--- src/rtl/acc_row_drain_if.sv ---
// acc_row_drain_if: tile capture and row stream signals between accumulator, drain stage and consumer
interface acc_row_drain_if #(
  parameter int N        = 4,
  parameter int NUM_BITS = 16
);
  localparam int IDX_W = $clog2(N);
  logic [N-1:0][N-1:0][NUM_BITS-1:0] mat_i;
  logic                              mat_valid_i;
  logic                              mat_ready_o;
  logic                              acc_clr_o;
  logic [N-1:0][NUM_BITS-1:0]        row_o;
  logic [IDX_W-1:0]                  row_idx_o;
  logic                              row_valid_o;
  logic                              row_ready_i;
  logic                              row_last_o;
  logic                              busy_o;
  modport slave (
    input  mat_i, mat_valid_i, row_ready_i,
    output mat_ready_o, acc_clr_o, row_o, row_idx_o, row_valid_o, row_last_o, busy_o
  );
  modport master (
    output mat_i, mat_valid_i, row_ready_i,
    input  mat_ready_o, acc_clr_o, row_o, row_idx_o, row_valid_o, row_last_o, busy_o
  );
endinterface

--- src/rtl/acc_row_drain.sv ---
// acc_row_drain: captures an NxN tile in one cycle and streams it out one row per handshake; DRAIN_TRANSPOSE_EN streams columns instead
module acc_row_drain #(
  parameter int N        = 4,
  parameter int NUM_BITS = 16
) (
  input logic            clk_i,
  input logic            rst_i,
  acc_row_drain_if.slave bus
);
  localparam int IDX_W = $clog2(N);
  localparam logic [0:0] IDLE  = 1'b0;
  localparam logic [0:0] DRAIN = 1'b1;
  localparam logic [IDX_W-1:0] LAST = IDX_W'(N - 1);
  logic [0:0]                        state_q, state_d;
  logic [N-1:0][N-1:0][NUM_BITS-1:0] tile_q, tile_d;
  logic [IDX_W-1:0]                  cnt_q, cnt_d;
  logic                              clr_q, clr_d;
  logic                              capture, xfer;
  logic [N-1:0][NUM_BITS-1:0]        row;
  // capture a tile while idle, advance one row per accepted transfer while draining
  always_comb begin
    capture = state_q == IDLE && bus.mat_valid_i;
    xfer    = state_q == DRAIN && bus.row_ready_i;
    tile_d  = capture ? bus.mat_i : tile_q;
    clr_d   = capture;
    cnt_d   = capture ? '0 : xfer ? (cnt_q == LAST ? '0 : cnt_q + 1'b1) : cnt_q;
    state_d = capture ? DRAIN : (xfer && cnt_q == LAST) ? IDLE : state_q;
  end
`ifdef DRAIN_TRANSPOSE_EN
  // present column cnt_q of the held tile: element j comes from row j
  always_comb begin
    for (int j = 0; j < N; j++) row[j] = tile_q[j][cnt_q];
  end
`else
  // present row cnt_q of the held tile
  always_comb begin
    row = tile_q[cnt_q];
  end
`endif
  // state registers; reset discards any held tile
  always_ff @(posedge clk_i or posedge rst_i) begin
    if (rst_i) begin
      state_q <= IDLE;
      tile_q  <= '0;
      cnt_q   <= '0;
      clr_q   <= 1'b0;
    end else begin
      state_q <= state_d;
      tile_q  <= tile_d;
      cnt_q   <= cnt_d;
      clr_q   <= clr_d;
    end
  end
  assign bus.row_o       = row;
  assign bus.row_idx_o   = cnt_q;
  assign bus.row_valid_o = state_q == DRAIN;
  assign bus.busy_o      = state_q == DRAIN;
  assign bus.row_last_o  = state_q == DRAIN && cnt_q == LAST;
  assign bus.mat_ready_o = state_q == IDLE;
  assign bus.acc_clr_o   = clr_q;
endmodule

--- src/flat_wrapper.sv ---
// flat-port wrapper written by rule: the top's interface ports become plain ports
module acc_row_drain_flat 
#(
  parameter int N        = 4,
  parameter int NUM_BITS = 16
)
  (clk_i, rst_i, bus_mat_i, bus_mat_valid_i, bus_row_ready_i, bus_mat_ready_o, bus_acc_clr_o, bus_row_o, bus_row_idx_o, bus_row_valid_o, bus_row_last_o, bus_busy_o);
  acc_row_drain_if #(.N(N), .NUM_BITS(NUM_BITS)) bus_i ();
  input logic clk_i;
  input logic rst_i;
  input wire logic [$bits(bus_i.mat_i)-1:0] bus_mat_i;
  input wire logic [$bits(bus_i.mat_valid_i)-1:0] bus_mat_valid_i;
  input wire logic [$bits(bus_i.row_ready_i)-1:0] bus_row_ready_i;
  output wire logic [$bits(bus_i.mat_ready_o)-1:0] bus_mat_ready_o;
  output wire logic [$bits(bus_i.acc_clr_o)-1:0] bus_acc_clr_o;
  output wire logic [$bits(bus_i.row_o)-1:0] bus_row_o;
  output wire logic [$bits(bus_i.row_idx_o)-1:0] bus_row_idx_o;
  output wire logic [$bits(bus_i.row_valid_o)-1:0] bus_row_valid_o;
  output wire logic [$bits(bus_i.row_last_o)-1:0] bus_row_last_o;
  output wire logic [$bits(bus_i.busy_o)-1:0] bus_busy_o;
  assign bus_i.mat_i = bus_mat_i;
  assign bus_i.mat_valid_i = bus_mat_valid_i;
  assign bus_i.row_ready_i = bus_row_ready_i;
  assign bus_mat_ready_o = bus_i.mat_ready_o;
  assign bus_acc_clr_o = bus_i.acc_clr_o;
  assign bus_row_o = bus_i.row_o;
  assign bus_row_idx_o = bus_i.row_idx_o;
  assign bus_row_valid_o = bus_i.row_valid_o;
  assign bus_row_last_o = bus_i.row_last_o;
  assign bus_busy_o = bus_i.busy_o;
  acc_row_drain #(.N(N), .NUM_BITS(NUM_BITS)) u_core (.clk_i(clk_i), .rst_i(rst_i), .bus(bus_i));
endmodule
--- config.mk ---
export PLATFORM = sky130hd
export DESIGN_NAME = acc_row_drain_flat
export DESIGN_NICKNAME = d
export VERILOG_FILES = /design/src/rtl/acc_row_drain_if.sv /design/src/rtl/acc_row_drain.sv /design/src/flat_wrapper.sv
export SDC_FILE = /design/constraint.sdc
export NUM_CORES = 1
export LEC_CHECK = 0
export BUFFER_PORTS_ARGS = -buffer_cell sky130_fd_sc_hd__buf_2
export CAP_MARGIN = 20
export CORE_ASPECT_RATIO = 0.9
export CORE_UTILIZATION = 35
export DETAILED_ROUTE_END_ITERATION = 12
export PLACE_DENSITY = 0.53
export SYNTH_ARGS = -nofsm -noshare
export SYNTH_HDL_FRONTEND = slang
export SYNTH_SLANG_ARGS = --single-unit
--- constraint.sdc ---
create_clock -name clk_i -period 8.9 [get_ports clk_i]
set_clock_uncertainty 0.2 [all_clocks]
set_input_delay 0.89 -clock clk_i [delete_from_list [all_inputs] [get_ports clk_i]]
set_output_delay 0.89 -clock clk_i [all_outputs]
set_load 0.02 [all_outputs]
# Word level (Yosys, flattened, before mapping)
# Cells that the tools add are included.
# word_totals
ff_bits,260
latch_bits,0
ramBits,0
mem_bits_ro,0
output_inout_bits,71
elab_cells,36
mem_count,0
# classes
n_addsub,1
mul,0
div_mod_pow,0
n_lt_le_gt_ge,1
n_eq_ne,1
shift,0
muxes,7
bitwise_logic,1
reduce_logical,6
# op_table
op,n
binary-select mux 64 bit (select 2 bit),1
2-to-1 mux 64 bit,1
2-to-1 mux 2 bit,3
logical AND 1 bit,4
nonzero test 2 bit,2
"< comparator 2 x 3 -> 1 bit, second input constant",1
"adder 2 x 1 -> 2 bit, second input constant",1
"== test 2 bit, second input constant",1
2-to-1 mux 1 bit,2
inverter 1 bit,1

# Logic depth before layout (Yosys ltp)
# Gate-level depths: netlist of the first run.
# logic_depth
ltp_word,4
mapped_depth,6
mapped_depth_nobuf,3

# Worst setup path after synthesis of the first run
# Ideal clock, no wire load.
# synth_timing
kind,reg-to-output
from,register u_core.cnt_q[1] (netlist: u_core.bus.row_idx_o[1])
to,output port bus_row_o[42]
arrival_ns,1.532
slack_ns,6.278
path_stages_with_launch,4
n_path_buf,2
cell_sequence,dfrtp_1 > buf_4 > buf_4 > mux4_2
# synth_between
elab_chain_len,2
# synth_rtl
item,line_no,text
from (decl),acc_row_drain.sv:16,"logic [IDX_W-1:0] cnt_q, cnt_d;"
from (signal assigned),acc_row_drain.sv:50,cnt_q <= cnt_d;
binary-select mux 64 bit (select 2 bit),acc_row_drain.sv:37,row = tile_q[cnt_q];
2-to-1 mux 64 bit (implied by the code),acc_row_drain.sv:37,
to (decl),flat_wrapper.sv:16,output wire logic [$bits(bus_i.row_o)-1:0] bus_row_o;
# No other way between the ends. The select of a mux whose other input is x is not followed.

# Worst setup path after layout of the first run
# layout_timing
from,register u_core.cnt_q[1] (netlist: u_core.bus.row_idx_o[1])
to,output port bus_row_o[53]
# Same word-level chain as after synthesis.

==> results of run 1 <==
metrics by stage:
stage          cell area (um^2)  hold slack [ns]  power (mW)  worst slack, ns
3_3_place_gp              14100            0.289        4.73             5.39
5_1_grt                   15100            0.315        6.32             4.71
6_report                  15100            0.303        5.98             4.93
2_1_floorplan             12400            0.276        4.17            0.655
4_1_cts                   15100            0.308        6.08             4.75
3_5_place_dp              14100            0.290        4.75             5.37
worst max-delay path, stage by stage (launching register included):
cell,delay [ns]
dfrtp_4,0.81
buf_4,0.71
mux4_2,0.59
buf_2,0.18
kinds of logic after synthesis:
kind of cell	count (synthesis)
AO/OA/AOI/OAI	3
adder cells (fa/ha/maj)	1
buffers and inverters	47
flip-flops	260
multiplexers	321
AND/OR/NAND/NOR	4
final timing paths:
path / cells after the start / startpoint / to
min reg2reg: 1 / u_core.tile_q[154]$_DFFE_PP0P_ / u_core.tile_q[154]$_DFFE_PP0P_
max reg2reg: 3 / u_core.bus.busy_o$_DFFE_PP0P_ / u_core.tile_q[70]$_DFFE_PP0P_
min: 1 / u_core.tile_q[154]$_DFFE_PP0P_ / u_core.tile_q[154]$_DFFE_PP0P_
max in group asynchronous: 3 / rst_i / u_core.tile_q[184]$_DFFE_PP0P_
max: 3 / u_core.bus.row_idx_o[1]$_DFFE_PP0P_ / bus_row_o[53]
min in group asynchronous: 2 / rst_i / u_core.tile_q[148]$_DFFE_PP0P_
routing by layer:
metal	track usage	vias up
li1	-	3022
met1	0.219	3451
met2	0.219	212
met3	0.0562	48
met4	0.0324	10
met5	0	-
cell type report:
type / count / area, um^2 / share of cell area
Clock buffer: 40 / 850 / 0.0561
Timing Repair Buffer: 336 / 1720 / 0.114
Sequential cell: 260 / 6510 / 0.430
Multi-Input combinational cell: 329 / 5260 / 0.348
Antenna cell: 4 / 10.0 / 0.000662
Tap cell: 469 / 587 / 0.0388
Clock inverter: 12 / 174 / 0.0115
Inverter: 2 / 15.0 / 0.000992
registers in the layout, summed over array words and instances, names as in the netlist:
register,flops
u_core.bus.row_idx_o,2
u_core.bus.acc_clr_o,1
u_core.bus.busy_o,1
u_core.tile_q,256
power groups by stage:
stage | Combinational (mW) | Sequential, mW | Clock, mW
2_1_floorplan | 2.16 | 2.01 | 0
3_3_place_gp | 2.53 | 2.20 | 0
3_5_place_dp | 2.55 | 2.20 | 0
4_1_cts | 2.56 | 2.19 | 1.32
5_1_grt | 2.69 | 2.27 | 1.36
6_report | 2.52 | 2.18 | 1.28
Yosys cell counts:
master / instances
nor2_1: 2
buf_2: 5
buf_4: 11
nor2b_2: 1
a32o_1: 2
buf_8: 3
ha_1: 1
mux2_2: 27
dfrtp_1: 260
and2_1: 1
a31oi_1: 1
mux2i_1: 1
buf_6: 4
mux2_4: 229
mux4_2: 64
inv_1: 2
buf_12: 22
==> flow_summary.json, run 1 <==
{
  "fin_cells": 1452,
  "p_sw_mw": 1.90,
  "finalMaxSlewViolations": 0,
  "fin_crit_sh": 0.446,
  "syn_area_um2": 12400,
  "path_max_fanout": 41,
  "yosysWarningCount": 0,
  "vias_per_cell": 4.64,
  "p_int_mw": 4.09,
  "max_slew.worst_pin.slew_ns": 1.02,
  "hold_viol_final": 0,
  "maxCapViolations": 0,
  "placedCellCount": 1396,
  "synth_adder_area_share": 0.00101,
  "vias": 6743,
  "area_delta_synth_final_pct": 22.0,
  "synth_area_leaders": "dfrtp_1 52%, mux2_4 28%, mux4_2 12%, buf_12 3.5%, mux2_2 2.5%",
  "track_usage": 0.152,
  "wirelength_um": 27600,
  "die-area_um2": 36200,
  "period_needed_ns": 3.97,
  "drive_above_1_share": 0.722,
  "clock_sinks": 260,
  "irDropWorstVdd_uv": 174,
  "cts_resized": 0,
  "detail-route-antenna-nets": 0,
  "wl_met3_um": 2210,
  "grt_pass1_wl_um": 43600,
  "cp-start-kind": "flop",
  "insertion_delay_ns": 0.55,
  "syn_nets": 897,
  "grt_max_degree": 127,
  "mostFrequentLayoutCell": "buf_2",
  "p_leak_nw": 7.10,
  "cts_inserted_buffers": 30,
  "yosysTopAreaCell": "dfrtp_1",
  "initial_core_util": 0.355,
  "post-cts-setup-buffers": 0,
  "rsz0062_at_grt": "false",
  "top_layer_used": "met5",
  "ys_types": 17,
  "dieWidth_um": 200,
  "syn-mean-instance-area_um2": 19.5,
  "p_comb_frac": 0.422,
  "met2_length_um": 11800,
  "crit_arrival_ns": 2.88,
  "clockBufferDepth": 3,
  "clockPowerShare": 0.213,
  "overflow": 0,
  "num_rows": 65,
  "ys_ff_latch": 260,
  "yosysSeqAreaShare": 0.524,
  "status": "finished clean",
  "final_cell_mix": "330 x buf_2, 258 x dfrtp_1, 229 x mux2_4, 64 x mux4_2, 31 x clkbuf_16",
  "io_pins": 331,
  "fin_util": 0.433,
  "drt_first_pass_iters": 4,
  "antenna_found_initial": 9,
  "place_hpwl_um": 18100,
  "reg2reg_slack_ns": 6.17,
  "pwr-share-seq": 0.365,
  "clk_pin_slew_ns": 0.06,
  "wl_per_cell_um": 19.0,
  "critical_path_required_ns": 7.81,
  "max_freq_ghz": 0.252,
  "synthSimpleGateAreaFrac": 0.00182,
  "synth_xor_area_frac": 0,
  "end_kind": "output port",
  "synth_top_family_by_area": "multiplexers",
  "tns_ns": 0,
  "route.detailed.drc": 0,
  "coreArea_um2": 35000,
  "grt_pass1_vias": 7365,
  "met1_length_um": 13000,
  "netSwitchingFraction": 0.317,
  "synth_compound_area_frac": 0.00212,
  "clockRootBuffer": "clkbuf_16",
  "netlist.area_leader.share": 0.524,
  "nets": 1220,
  "fp.dieH_um": 181,
  "drt_iter0_drc": 283,
  "synthMuxAreaShare": 0.419,
  "h-tree-depth": 1,
  "hold_path.class": "reg -> reg",
  "p_per_area_nw_per_um2": 395,
  "cts_tree": "yes",
  "critPathKind": "reg -> out",
  "slew_headroom": 0.319,
  "num-fill-cells": 3177,
  "portBuffers": 330,
  "setup_viol": 0,
  "cts-hold-fix-buffers": 0,
  "place_congestion": 0.739,
  "syn_inst": 636
}
Note: power is estimated with default switching activity, not from simulation.
==> run 2, diff against run 1 <==
--- a/config.mk
+++ b/config.mk
@@ -5,6 +5,7 @@
 export SDC_FILE = /design/constraint.sdc
 export NUM_CORES = 1
 export LEC_CHECK = 0
+export ABC_AREA = 1
 export BUFFER_PORTS_ARGS = -buffer_cell sky130_fd_sc_hd__buf_2
 export CAP_MARGIN = 20
 export CORE_ASPECT_RATIO = 0.9
==> constraint.sdc (replaced) <==
create_clock -name clk_i -period 4 [get_ports clk_i]
set_clock_uncertainty 0.2 [all_clocks]
set_input_delay 0.4 -clock clk_i [delete_from_list [all_inputs] [get_ports clk_i]]
set_output_delay 0.4 -clock clk_i [all_outputs]
set_load 0.02 [all_outputs]
==> run 2 against run 1 <==
Against the previous run:
- worst hold slack worse by 0.25 ns
- clock-buffer cell count grew 5
- register-to-register slack worse by 4.6 ns
- global-route usage up 7.0 points
- synthesized cell count grew to 2.9 times the previous value
- wire length rose by 49%
- synthesized area is 3.4% higher
- non-clock buffer count up 271
- sequential share of layout area decreased by 7.9 points
- total power grew 130%
- largest cell class unchanged
==> flow_summary.json, run 2 <==
{
  "max_slew.worst_pin.slew_ns": 1.23,
  "wirelength_um": 41100,
  "setup_ws_ns": 0.775,
  "r2r-start": "u_core.bus.busy_o$_DFFE_PP0P_",
  "vias": 12900,
  "slew_headroom": 0.178,
  "status": "finished clean",
  "synth-async-reset-ratio": 1.00,
  "hold_start": "bus_mat_valid_i",
  "critical_path_required_ns": 3.40,
  "wl_per_cell_um": 14.2,
  "crit_arrival_ns": 2.62,
  "grt_busiest_layer": "met2",
  "place_congestion": 0.831,
  "end_kind": "output port",
  "synth_edf_count": 0,
  "pre_cts_ws_ns": 1.31,
  "grt_max_degree": 204,
  "synth_ff_type": "dfrtp_1",
  "portBuffers": 330,
  "clock_sinks": 260,
  "vias_per_cell": 4.45,
  "synth_common_cells": "1095 x nand2_1, 261 x inv_1, 260 x dfrtp_1, 131 x nand3_1, 65 x buf_2",
  "regMostFlops": "u_core.tile_q",
  "largest_reg_flops": 256,
  "holdWs_ns": 0.0505,
  "cts_inserted_buffers": 30,
  "final_cell_mix": "1095 x nand2_1, 330 x buf_2, 259 x inv_1, 258 x dlygate4sd3_1, 258 x dfrtp_1",
  "synthMostInstantiatedCell": "nand2_1",
  "irDropWorstVdd_uv": 454,
  "ys_ff_latch": 260,
  "grt_util_met1": 0.300,
  "maxCapViolations": 0,
  "critPathKind": "reg -> out",
  "h-tree-depth": 1,
  "track_usage": 0.222,
  "finalMaxSlewViolations": 0,
  "netlist.area_leader.share": 0.507,
  "area_delta_synth_final_pct": 44.2,
  "syn_inst": 1853,
  "cts_resized": 0,
  "place_hpwl_um": 25000,
  "yosysWarningCount": 0,
  "antenna_found_initial": 2,
  "rsz0062_at_grt": "false",
  "p_leak_nw": 10.7,
  "hold_viol_final": 0,
  "clockRootBuffer": "clkbuf_16",
  "route.detailed.drc": 0,
  "syn_area_um2": 12800,
  "detail-route-antenna-nets": 0,
  "cp-start-kind": "flop",
  "initial_core_util": 0.355,
  "tns_ns": 0,
  "fin_crit_sh": 0.806,
  "p_per_area_nw_per_um2": 731,
  "period_needed_ns": 3.22,
  "yosysTopAreaCell": "dfrtp_1",
  "gr-usage-met3": 0.0360,
  "fin_util": 0.513,
  "mostFrequentLayoutCell": "nand2_1",
  "grt_pass1_vias": 13200,
  "drt_first_pass_iters": 5,
  "yosysSeqAreaShare": 0.507,
  "setup_viol": 0,
  "startpoint": "u_core.bus.row_idx_o[0]$_DFFE_PP0P_",
  "met2_usage": 0.367,
  "clockBufferDepth": 3,
  "overflow": 0,
  "path_max_fanout": 58,
  "grt_pass1_wl_um": 67000,
  "clk_pin_slew_ns": 0.06,
  "synth_area_leaders": "dfrtp_1 51%, nand2_1 32%, inv_1 7.6%, nand3_1 5.1%, buf_2 2.5%",
  "drive_above_1_share": 0.170,
  "syn_nets": 2114,
  "die-area_um2": 37400,
  "fp.dieH_um": 184,
  "nets": 2654,
  "cts_tree": "yes",
  "coreArea_um2": 36100,
  "insertion_delay_ns": 0.56,
  "max_freq_ghz": 0.310,
  "syn-mean-instance-area_um2": 6.92,
  "drt_iter0_drc": 765,
  "dieWidth_um": 204,
  "io_pins": 331,
  "hold_path.class": "in -> reg",
  "num_rows": 66,
  "ys_types": 13
}
[run 2: layer usage]
layer  vias up  part of all wire
li1       6463                 -
met2       373              0.47
met3        62             0.056
met1      5994              0.45
met4         0             0.026
met5         -                 0
[run 2: layout make-up]
cell class	count	area [um^2]
multi-input combinational	1230	4810
antenna	2	5.00
tap	476	596
sequential	260	6510
clock buffer	45	928
clock inverter	11	183
fill	3504	17600
timing repair buffer	607	4460
inverter	264	1000
[run 2: critical path: stages (launching register included)]
cell and delay, ns:
dfrtp_4 0.66, inv_4 0.59, buf_12 0.32, nand2_1 0.10, nand3_1 0.09, nand2_1 0.08
buf_2 0.16
[run 2: power breakdown]
part	leakage [nW]	switching, mW	total (mW)	internal [mW]
combinational	6.88	3.89	6.00	2.11
sequential	3.27	0.666	4.47	3.81
clock	0.549	1.14	3.05	1.91
[run 2: cell families (layout without fill, tap and decap cells)]
logic type,after synthesis,count (layout),synth area share
buffers and inverters,363,927,0.119
other,0,2,0
adders and majority gates,1,1,0.000975
DFF,260,260,0.507
and+or+nand+nor,1229,1229,0.373
[run 2: worst paths after layout]
kind	to	slack (ns)	depth (start not counted)
setup / recovery	bus_row_o[31]	0.78	6
hold / removal	u_core.bus.busy_o$_DFFE_PP0P_	0.05	4
setup reg to reg	u_core.tile_q[0]$_DFFE_PP0P_	1.57	5
hold reg to reg	u_core.tile_q[59]$_DFFE_PP0P_	0.28	2
max in group asynchronous	u_core.tile_q[221]$_DFFE_PP0P_	2.35	4
min in group asynchronous	u_core.tile_q[121]$_DFFE_PP0P_	0.33	3
[run 2: stage by stage]
step	area [um^2]	power [mW]	instances
after floorplan	12800	8.54	1853
after global placement	14800	10.3	2579
after detailed placement	14800	10.3	2579
after CTS	18500	13.7	2893
after global routing	18500	14.7	2895
final	18500	13.5	2895
[run 2: timing repair]
action | in CTS | in global routing
hold buffers | 258 | 0
endpoints found under the hold margin | 281 | 0
setup buffers | 0 | 0
==> run 3, diff against run 2 <==
==> constraint.sdc (replaced) <==
create_clock -name clk_i -period 3 [get_ports clk_i]
set_clock_uncertainty 0.2 [all_clocks]
set_input_delay 0.3 -clock clk_i [delete_from_list [all_inputs] [get_ports clk_i]]
set_output_delay 0.3 -clock clk_i [all_outputs]
set_load 0.02 [all_outputs]
==> run 3 against run 2 <==
Against the previous run:
- critical path depth is 1 lower
- worst hold slack improved by 0.22 ns
- clock power up 30%
- wire length down 1.5%
- sequential power rose by 32%
- non-clock buffer count rose by 6
- global-route usage down 0.53 points
- first-iteration DRC count shrank 3.0%
- core utilization up 0.27 points
- final cell count rose by 0.17%
- critical path type unchanged
- critical endpoint is now bus_row_o[42]
==> flow_summary.json, run 3 (same netlist as run 2, synthesis figures left out) <==
{
  "status": "finished clean",
  "maxCapViolations": 0,
  "period_needed_ns": 2.66,
  "clk_pin_slew_ns": 0.06,
  "final_cell_mix": "1095 x nand2_1, 330 x buf_2, 259 x inv_1, 259 x dlygate4sd3_1, 258 x dfrtp_1",
  "setup_viol": 0,
  "drt_iter0_drc": 742,
  "place_congestion": 0.820,
  "io_pins": 331,
  "fp.dieH_um": 184,
  "insertion_delay_ns": 0.56,
  "drive_above_1_share": 0.171,
  "die-area_um2": 37400,
  "grt_pass1_vias": 12800,
  "p_per_area_nw_per_um2": 967,
  "critical_path_buf_inv_count": 2,
  "reg2reg_slack_ns": 0.76,
  "cts_tree": "yes",
  "path_max_fanout": 132,
  "critical_path_required_ns": 2.50,
  "whs_path_depth": 4,
  "num_rows": 66,
  "cp-start-kind": "flop",
  "detail-route-antenna-nets": 0,
  "dieWidth_um": 204,
  "h-tree-depth": 1,
  "rr_endpoint": "u_core.tile_q[191]$_DFFE_PP0P_",
  "route.detailed.drc": 0,
  "slew_headroom": 0.356,
  "cp_slowest_cell": "dfrtp_4",
  "vias_per_cell": 4.38,
  "max_freq_ghz": 0.376,
  "cpLargestDelayFamily": "buffers and inverters",
  "overflow": 0,
  "hold_path.class": "in -> reg",
  "mostFrequentLayoutCell": "nand2_1",
  "drt_first_pass_iters": 5,
  "largest_reg_flops": 256,
  "vias": 12700,
  "hold_start": "bus_mat_i[148]",
  "fin_cells": 2900,
  "nets": 2661,
  "clock_sinks": 260,
  "critPathMaxStageDelay_ns": 0.44,
  "area_delta_synth_final_pct": 45.0,
  "critPathKind": "reg -> out",
  "grt_max_degree": 133,
  "rsz0062_at_grt": "false",
  "end_kind": "output port",
  "regMostFlops": "u_core.tile_q",
  "wirelength_um": 40500,
  "initial_core_util": 0.355,
  "place_hpwl_um": 24000,
  "track_usage": 0.217,
  "irDropWorstVdd_uv": 576,
  "cts_inserted_buffers": 31,
  "wl_per_cell_um": 14.0,
  "fin_util": 0.515,
  "max_slew.worst_pin.slew_ns": 0.964,
  "clockRootBuffer": "clkbuf_16",
  "coreArea_um2": 36100,
  "hold_viol_final": 0,
  "totalPowerFinal_mw": 18.0,
  "portBuffers": 330,
  "placedCellCount": 2584,
  "tns_ns": 0,
  "grt_pass1_wl_um": 65300,
  "finalMaxSlewViolations": 0,
  "r2r-start": "u_core.bus.busy_o$_DFFE_PP0P_",
  "reg2regPathDepth": 6,
  "fin_crit_sh": 0.886,
  "crit_top_cell": "nand2_1",
  "p_leak_nw": 10.7,
  "cp_cell_sequence": "buf_12 -> nand2_1 -> nand3_1 -> nand2_1 -> buf_2",
  "antenna_found_initial": 1,
  "crit_arrival_ns": 2.16,
  "hold-path-endpoint": "u_core.tile_q[148]$_DFFE_PP0P_",
  "clockBufferDepth": 3
}
[run 3: cell count changes in the layout (fill, tap and decap cells not counted), sizes merged]
cell,change
bufinv,-1
diode,-1
buf,+5
dlygate4sd3,+1
clkinv,+1
[run 3: what timing repair did]
item                       4_1_cts  5_1_grt
resized for setup                0        0
setup buffers                    0        0
setup endpoints to repair        0        0
hold buffers                   259        0
hold endpoints to repair       280        0
[run 3: worst max path at each step]
stage,slack [ns],cells after the start,start,to
floorplan,-0.93,1,rst_i,u_core.bus.acc_clr_o$_DFF_PP0_
global placement,0.80,6,u_core.bus.busy_o$_DFFE_PP0P_,u_core.tile_q[191]$_DFFE_PP0P_
detailed placement,0.75,6,u_core.bus.busy_o$_DFFE_PP0P_,u_core.tile_q[191]$_DFFE_PP0P_
CTS,0.34,5,u_core.bus.row_idx_o[0]$_DFFE_PP0P_,bus_row_last_o
global route,0.22,5,u_core.bus.row_idx_o[0]$_DFFE_PP0P_,bus_row_last_o
finish,0.34,5,u_core.bus.row_idx_o[0]$_DFFE_PP0P_,bus_row_o[42]
[run 3: cell type report]
type / instances / area [um^2]
Multi-Input combinational cell: 1230 / 4810
Timing Repair Buffer: 613 / 4600
Inverter: 264 / 1000
Tap cell: 476 / 596
Sequential cell: 260 / 6510
Clock buffer: 45 / 918
Fill cell: 3515 / 17500
Antenna cell: 1 / 2.50
Clock inverter: 11 / 158
[run 3: power breakdown]
group          switching, mW  internal (mW)  total, mW
Clock                   1.53           2.45       3.97
Combinational           5.26           2.87       8.14
Sequential             0.804           5.08       5.88
Total                   7.60           10.4       18.0
[run 3: metal layers]
| metal | track usage | vias to the layer above | share of wire |
|---|---|---|---|
| met1 | 0.282 | 5830 | 0.45 |
| li1 | - | 6480 | - |
| met2 | 0.363 | 327 | 0.47 |
| met5 | 0 | - | 0 |
| met3 | 0.0436 | 76 | 0.057 |
| met4 | 0.0629 | 0 | 0.026 |
[run 3: worst min-delay path, cell delays in order]
cell	delay, ns
dlygate4sd3_1	0.51
buf_2	0.09
nand2_1	0.04
nand2_1	0.04
[run 3: through the flow]
stage	hold slack [ns]	instance area (um^2)	setup WS (ns)
6_report	0.267	18600	0.342
3_3_place_gp	0.261	14900	0.803
3_5_place_dp	0.265	14900	0.749
4_1_cts	0.235	18600	0.336
5_1_grt	0.249	18600	0.216
2_1_floorplan	0.210	12800	-0.928
